`config.mk`:
```
export PLATFORM = sky130hd
export DESIGN_NAME = rs_issue_sched
export DESIGN_NICKNAME = d
export VERILOG_FILES = /design/src/rtl/rs_issue_sched_pkg.sv /design/src/rtl/rs_issue_sched_age_pick.sv /design/src/rtl/rs_issue_sched.sv
export SDC_FILE = /design/constraint.sdc
export NUM_CORES = 1
export LEC_CHECK = 0
export CAP_MARGIN = 20
export CORE_ASPECT_RATIO = 0.5
export CORE_MARGIN = 5
export CORE_UTILIZATION = 35
export DETAILED_ROUTE_END_ITERATION = 10
export GPL_ROUTABILITY_DRIVEN = 1
export PLACE_DENSITY = 0.56
export SKIP_CTS_REPAIR_TIMING = 1
export SYNTH_ARGS = -nofsm -noshare
export SYNTH_HDL_FRONTEND = slang
export SYNTH_SLANG_ARGS = --single-unit
```
`constraint.sdc`:
```
create_clock -name clk -period 3.62 [get_ports clk]
set_clock_uncertainty 0.05 [all_clocks]
set_input_delay 0.362 -clock clk [delete_from_list [all_inputs] [get_ports clk]]
set_output_delay 0.362 -clock clk [all_outputs]
set_load 0.01 [all_outputs]
```
`src/rtl/rs_issue_sched_pkg.sv`:
```
// Shared defines (MACHINE_WIDTH, ISSUE_WIDTH, RS_SCHED_CNT_WIDTH) and types for the RS issue scheduler.
`ifndef MACHINE_WIDTH
`define MACHINE_WIDTH 2
`endif
`ifndef ISSUE_WIDTH
`define ISSUE_WIDTH 2
`endif
`ifndef RS_SCHED_CNT_WIDTH
`define RS_SCHED_CNT_WIDTH 32
`endif

package rs_issue_sched_pkg;
  localparam int CNT_W = `RS_SCHED_CNT_WIDTH;

  typedef struct packed {
    logic [CNT_W-1:0] issue;
    logic [CNT_W-1:0] stall;
  } perf_cnt_t;

  function automatic logic [CNT_W-1:0] popcount(input logic [31:0] v);
    logic [CNT_W-1:0] cnt;
    cnt = '0;
    for (int k = 0; k < 32; k++) cnt = cnt + CNT_W'(v[k]);
    return cnt;
  endfunction
endpackage

```
`src/rtl/rs_issue_sched_age_pick.sv`:
```
// One-hot oldest pick: an eligible entry wins when it is older than every other eligible entry.
module age_pick #(
  parameter int RS_DEPTH = 16
) (
  input  logic [RS_DEPTH-1:0]               elig_i,
  input  logic [RS_DEPTH-1:0][RS_DEPTH-1:0] older_i,
  output logic [RS_DEPTH-1:0]               pick_o
);
  always_comb begin
    pick_o = '0;
    for (int i = 0; i < RS_DEPTH; i++) begin
      pick_o[i] = elig_i[i];
      for (int j = 0; j < RS_DEPTH; j++) begin
        if (j != i && elig_i[j] && !older_i[i][j]) pick_o[i] = 1'b0;
      end
    end
  end
endmodule

```
`src/rtl/rs_issue_sched.sv`:
```
// Oldest-first issue scheduler for one RS array using an age matrix.
// RS_SCHED_PERF_EN adds perf_issue_cnt / perf_stall_cnt outputs.
module rs_issue_sched
  import rs_issue_sched_pkg::*;
#(
  parameter int RS_DEPTH      = 16,
  parameter int ISSUE_WIDTH   = `ISSUE_WIDTH,
  parameter int MACHINE_WIDTH = `MACHINE_WIDTH
) (
  input  logic                                    clk,
  input  logic                                    rst_n,
  input  logic                                    pipe_flush,
  input  logic [RS_DEPTH-1:0][MACHINE_WIDTH-1:0]  alloc_sel,
  input  logic [RS_DEPTH-1:0][ISSUE_WIDTH-1:0]    rs_wake_up,
  input  logic [ISSUE_WIDTH-1:0]                  fu_ready,
  output logic [ISSUE_WIDTH-1:0][RS_DEPTH-1:0]    issue_sel,
  output logic [RS_DEPTH-1:0]                     rs_use_en,
  output logic [ISSUE_WIDTH-1:0]                  issue_valid,
`ifdef RS_SCHED_PERF_EN
  output logic [CNT_W-1:0]                        perf_issue_cnt,
  output logic [CNT_W-1:0]                        perf_stall_cnt,
`endif
  output logic [RS_DEPTH-1:0]                     sched_valid
);
  logic [RS_DEPTH-1:0]               valid_q, valid_d;
  logic [RS_DEPTH-1:0][RS_DEPTH-1:0] older_q, older_d;
  logic [RS_DEPTH-1:0]               alloc;
  logic [ISSUE_WIDTH-1:0][RS_DEPTH-1:0] elig;

  always_comb begin
    alloc = '0;
    elig  = '0;
    for (int i = 0; i < RS_DEPTH; i++) begin
      alloc[i] = |alloc_sel[i];
      for (int p = 0; p < ISSUE_WIDTH; p++)
        elig[p][i] = valid_q[i] & rs_wake_up[i][p] & fu_ready[p];
    end
  end

  // Each port sees only entries not already granted to a lower port.
  for (genvar p = 0; p < ISSUE_WIDTH; p++) begin : gen_port
    logic [RS_DEPTH-1:0] taken_in, taken_out, pick;
    if (p == 0) begin : g_first
      assign taken_in = '0;
    end else begin : g_next
      assign taken_in = gen_port[p-1].taken_out;
    end
    age_pick #(.RS_DEPTH(RS_DEPTH)) u_pick (
      .elig_i (elig[p] & ~taken_in),
      .older_i(older_q),
      .pick_o (pick)
    );
    assign taken_out      = taken_in | pick;
    assign issue_sel[p]   = pick;
    assign issue_valid[p] = |pick;
  end

  assign rs_use_en   = gen_port[ISSUE_WIDTH-1].taken_out;
  assign sched_valid = valid_q;

  always_comb begin
    valid_d = (valid_q & ~rs_use_en) | alloc;
    if (pipe_flush) valid_d = '0;
    older_d = older_q;
    for (int i = 0; i < RS_DEPTH; i++) begin
      if (alloc[i]) begin
        for (int j = 0; j < RS_DEPTH; j++) begin
          if (j != i) begin
            if (valid_q[j]) begin
              older_d[j][i] = 1'b1;
              older_d[i][j] = 1'b0;
            end else if (alloc[j]) begin
              // one-hot slot selects compare numerically: lower slot is older
              older_d[i][j] = (alloc_sel[i] < alloc_sel[j]);
            end
          end
        end
      end
    end
  end

  always_ff @(posedge clk or negedge rst_n) begin
    if (!rst_n) begin
      valid_q <= '0;
      older_q <= '0;
    end else begin
      valid_q <= valid_d;
      older_q <= older_d;
    end
  end

`ifdef RS_SCHED_PERF_EN
  perf_cnt_t perf_q, perf_d;
  logic      stall;

  always_comb begin
    stall = 1'b0;
    for (int i = 0; i < RS_DEPTH; i++)
      for (int p = 0; p < ISSUE_WIDTH; p++)
        stall = stall | (valid_q[i] & rs_wake_up[i][p] & ~fu_ready[p]);
    perf_d.issue = perf_q.issue + popcount(32'(issue_valid));
    perf_d.stall = perf_q.stall + CNT_W'(stall);
  end

  always_ff @(posedge clk or negedge rst_n) begin
    if (!rst_n) perf_q <= '0;
    else        perf_q <= perf_d;
  end

  assign perf_issue_cnt = perf_q.issue;
  assign perf_stall_cnt = perf_q.stall;
`endif
endmodule

```
==> results by group, run 1 <==
Yosys
  – Post-synthesis compound-gate area fraction: 29.9%
  – Post-synthesis net count: 2,746
  – Synth top area share: 32.3%
  – Most common library cells after synthesis: nor2_1 (409), o21ai_0 (309), a21oi_1 (284)
  – Synth Area in Simple Gates: 15.5%
  – Post-synth EDFFs: 0
  – Largest family of logic cells by synthesized area: compound AO/OA/AOI/OAI gates
  – Synth cell types: 58
  – Yosys Warn Count: 0
  – Seq cells post-synth: 256
  – Main area contributors after synthesis: dfrtp_1 (32%), ha_1 (15%), o21ai_0 (7.8%)
  – Post-synth top flop: dfrtp_1
  – Post-synthesis mux area share: 0%
  – Adder and majority gate portion of the synthesized area: 15.1%
  – Yosys top cell by area: dfrtp_1
  – Top-count cell post-synth: nor2_1
  – Synth Instances: approximately 2.4k
  – Register area share after synthesis: between 30% and 40%
  – Xor/xnor share of the synthesized area: 0%
  – Syn avg cell area: between 8 and 9 sq um
  – Async S/R FF share, synth: 100%
  – Synth Cell Area: a little under 0.02 sq mm

Clock tree
  – Clock Tree Root: clkbuf_16
  – CTS Buffer Depth: 3
  – H-tree depth: 1
  – Worst-path clk slew: about 0.070 ns
  – Clock net sink count: roughly 260
  – CTS tree: built
  – Cts bufs inserted: 28
  – Clk Latency, worst-skew pair: 0.63 ns

Route
  – Drt pass-1 iters: 5
  – DR iter-0 viols: 3,742
  – Drt drc: 0
  – Wire length per cell: 35.4 um
  – Total Routed Length: 136,000 um
  – ANT nets after route: 0
  – Vias: 24.1k
  – Via density per instance: 6.28

Timing
  – RSZ-0062 raised after global routing: yes
  – Final Hold Viols: 0
  – Worst slew margin: 31.1%
  – F_max: 229 MHz
  – Tcrit/Tclk final: 120%
  – Setup ws final: -0.739 ns
  – Worst-case hold slack: 0.338 ns
  – Worst-Margin Slew: roughly 1 ns
  – Final min period: 4.36 ns
  – Final Max Slew Viols: 0
  – Final setup viols: 35

Power and ir drop
  – Clk network pwr share: 27.4%
  – Switching Share: 41.4%
  – Total power draw: about 11 mW
  – PwrDens: slightly below 400 mW/mm^2
  – Comb pwr share: 37.4%
  – Switch Pwr: 4.60 mW
  – Cell Int Power: 6.50 mW
  – Reg power frac: around a third
  – IR Drop Worst-Case VDD: 351 uV
  – Leakage: ~13 nW

Placement
  – Gpl congestion: between 1 and 1.5
  – Pre-CTS setup slack: -1.52 ns
  – Placed cell area: 0.0261 sq mm
  – Port bufs: 134
  – HPWL Detailed: 108,000 um

Global route
  – Antenna violations before repair: 9
  – First-pass GRT wire length: 182,000 um
  – Largest net degree at the start of global routing: 91
  – Remaining Overflow, GRT: 0
  – Vias in the first global route: 21.5k
  – GRT Overall Usage: 42.4%

Run status
  – Failing checks: setup timing
  – Status: complete, but fails checks

Setup path
  – CP Class: reg -> out
  – Worst-path fanout max: 7
  – Worst endpoint data arrival time: 3.95 ns
  – Worst setup EP type: primary output
  – Reg2Reg Depth: 13
  – Worst EP required: between 3 and 4 ns
  – Type of origin of the critical path: register

Cells and area
  – Nets@finish: 3,362
  – Final Core Density: 50.4%
  – Design area: 0.0281 sq mm
  – Layout cell share with drive strength beyond 1: between 20% and 30%
  – Synth-to-Final Area Change: 41.7%

Min path
  – Hold WC Path Type: in -> async

Floorplanning
  – Die area: 0.0619 sq mm
  – Core area: 0.0558 sq mm
  – Chip Height: 178 um
  – Starting Density: 35.6%
  – Row count: a little over 60
  – Ports: 135
  – Die W: around 350 um

Flow run
  – Maxcap violations: 0
==> power groups by stage <==
stage | clock [mW] | combinational (mW) | sequential, mW
floorplan | 0 | 1.56 | 3.57
global placement | 0 | 3.74 | 3.90
detailed placement | 0 | 3.77 | 3.88
CTS | 3.04 | 3.79 | 3.84
global route | 3.13 | 4.31 | 3.90
finish | 3.03 | 4.14 | 3.91
==> critical path, cell delays in order (launching register included) <==
cell and delay (ns):
dfrtp_2 0.46, buf_6 0.14, nand4b_1 0.17, o2111ai_4 0.19
or4_4 0.48, o2111ai_4 0.28, buf_6 0.16, buf_12 0.14
o22a_1 0.16, o2111ai_2 0.10, nor4_2 0.37, buf_4 0.20
buf_4 0.14, nor4_2 0.04, nand4_1 0.12, buf_2 0.15
==> area by class of cell <==
class	count	area (sq um)
inverters	207	781
well taps	756	946
repair buffers	721	6420
flip-flops and latches	256	6410
multi-input cells	1839	12700
clock inverters	15	126
fillers	5545	27700
clock buffers	35	757
diodes	5	12.5
==> path summary, 6_finish.rpt <==
kind / slack (ns) / start / to
setup / recovery: -0.74 / sched_valid[12] / issue_valid[1]
hold / removal: 0.34 / rst_n / asynchronous set/reset pin
setup reg to reg: 0.08 / sched_valid[12] / sched_valid[8]
hold reg to reg: 0.47 / older_q[197] / older_q[197]
max in group asynchronous: 2.27 / rst_n / older_q[104]
min in group clk: 0.47 / older_q[197] / older_q[197]
==> cell families after synthesis <==
kind of cell / Yosys count
simple gates: 614
flops: 256
buf+inv: 342
compound gates: 985
fa+ha+maj: 240
==> through the flow <==
stage               cells  TNS (ns)
floorplan            2437         0
global placement     3728    -36.54
detailed placement   3728    -36.48
CTS                  3778    -39.93
global route         3829    -17.44
finish               3834    -16.06
==> flip-flops by register name, indices dropped and copies added, names as in the netlist, named ones only <==
signal / cells
older_q: 239
sched_valid: 16
==> layer usage <==
metal	vias to the layer above	track usage [%]	part of all wire, %
met5	-	0	0.030
met4	6	9.29	2.6
met3	203	17.8	16
met2	1779	55.4	37
met1	12000	63.6	44
li1	10100	-	-
==> cells in the final DEF (no fill, tap or decap), types with 12 or more instances in the layout <==
| master | Yosys | routed |
|---|---|---|
| buf_4 | 6 | 509 |
| ha_1 | 240 | 240 |
| nor4_2 | 24 | 25 |
| a21oi_1 | 284 | 280 |
| clkbuf_16 | 0 | 28 |
| o21a_1 | 114 | 114 |
| nand3_1 | 18 | 15 |
| a211oi_1 | 15 | 13 |
| nand2b_1 | 14 | 14 |
| or2_2 | 17 | 15 |
| clkdlybuf4s50_1 | 0 | 96 |
| o22a_1 | 36 | 35 |
| buf_12 | 1 | 44 |
| o21ai_0 | 309 | 306 |
| nor4_4 | 3 | 13 |
| buf_6 | 11 | 37 |
| o22ai_1 | 140 | 128 |
| dfrtp_1 | 256 | 251 |
| nor2_1 | 409 | 397 |
| and3_1 | 15 | 13 |
| nand2_1 | 26 | 25 |
| o221ai_1 | 14 | 12 |
| inv_1 | 207 | 206 |
| dlymetal6s2s_1 | 0 | 12 |
No activity file was read; power rests on OpenSTA's default activity.
==> run 2: changes to the inputs <==
- HOLD_SLACK_MARGIN: unset -> 0.03
==> results of run 2 <==
No change in the layout: final DEF, timing and power equal those of run 1.
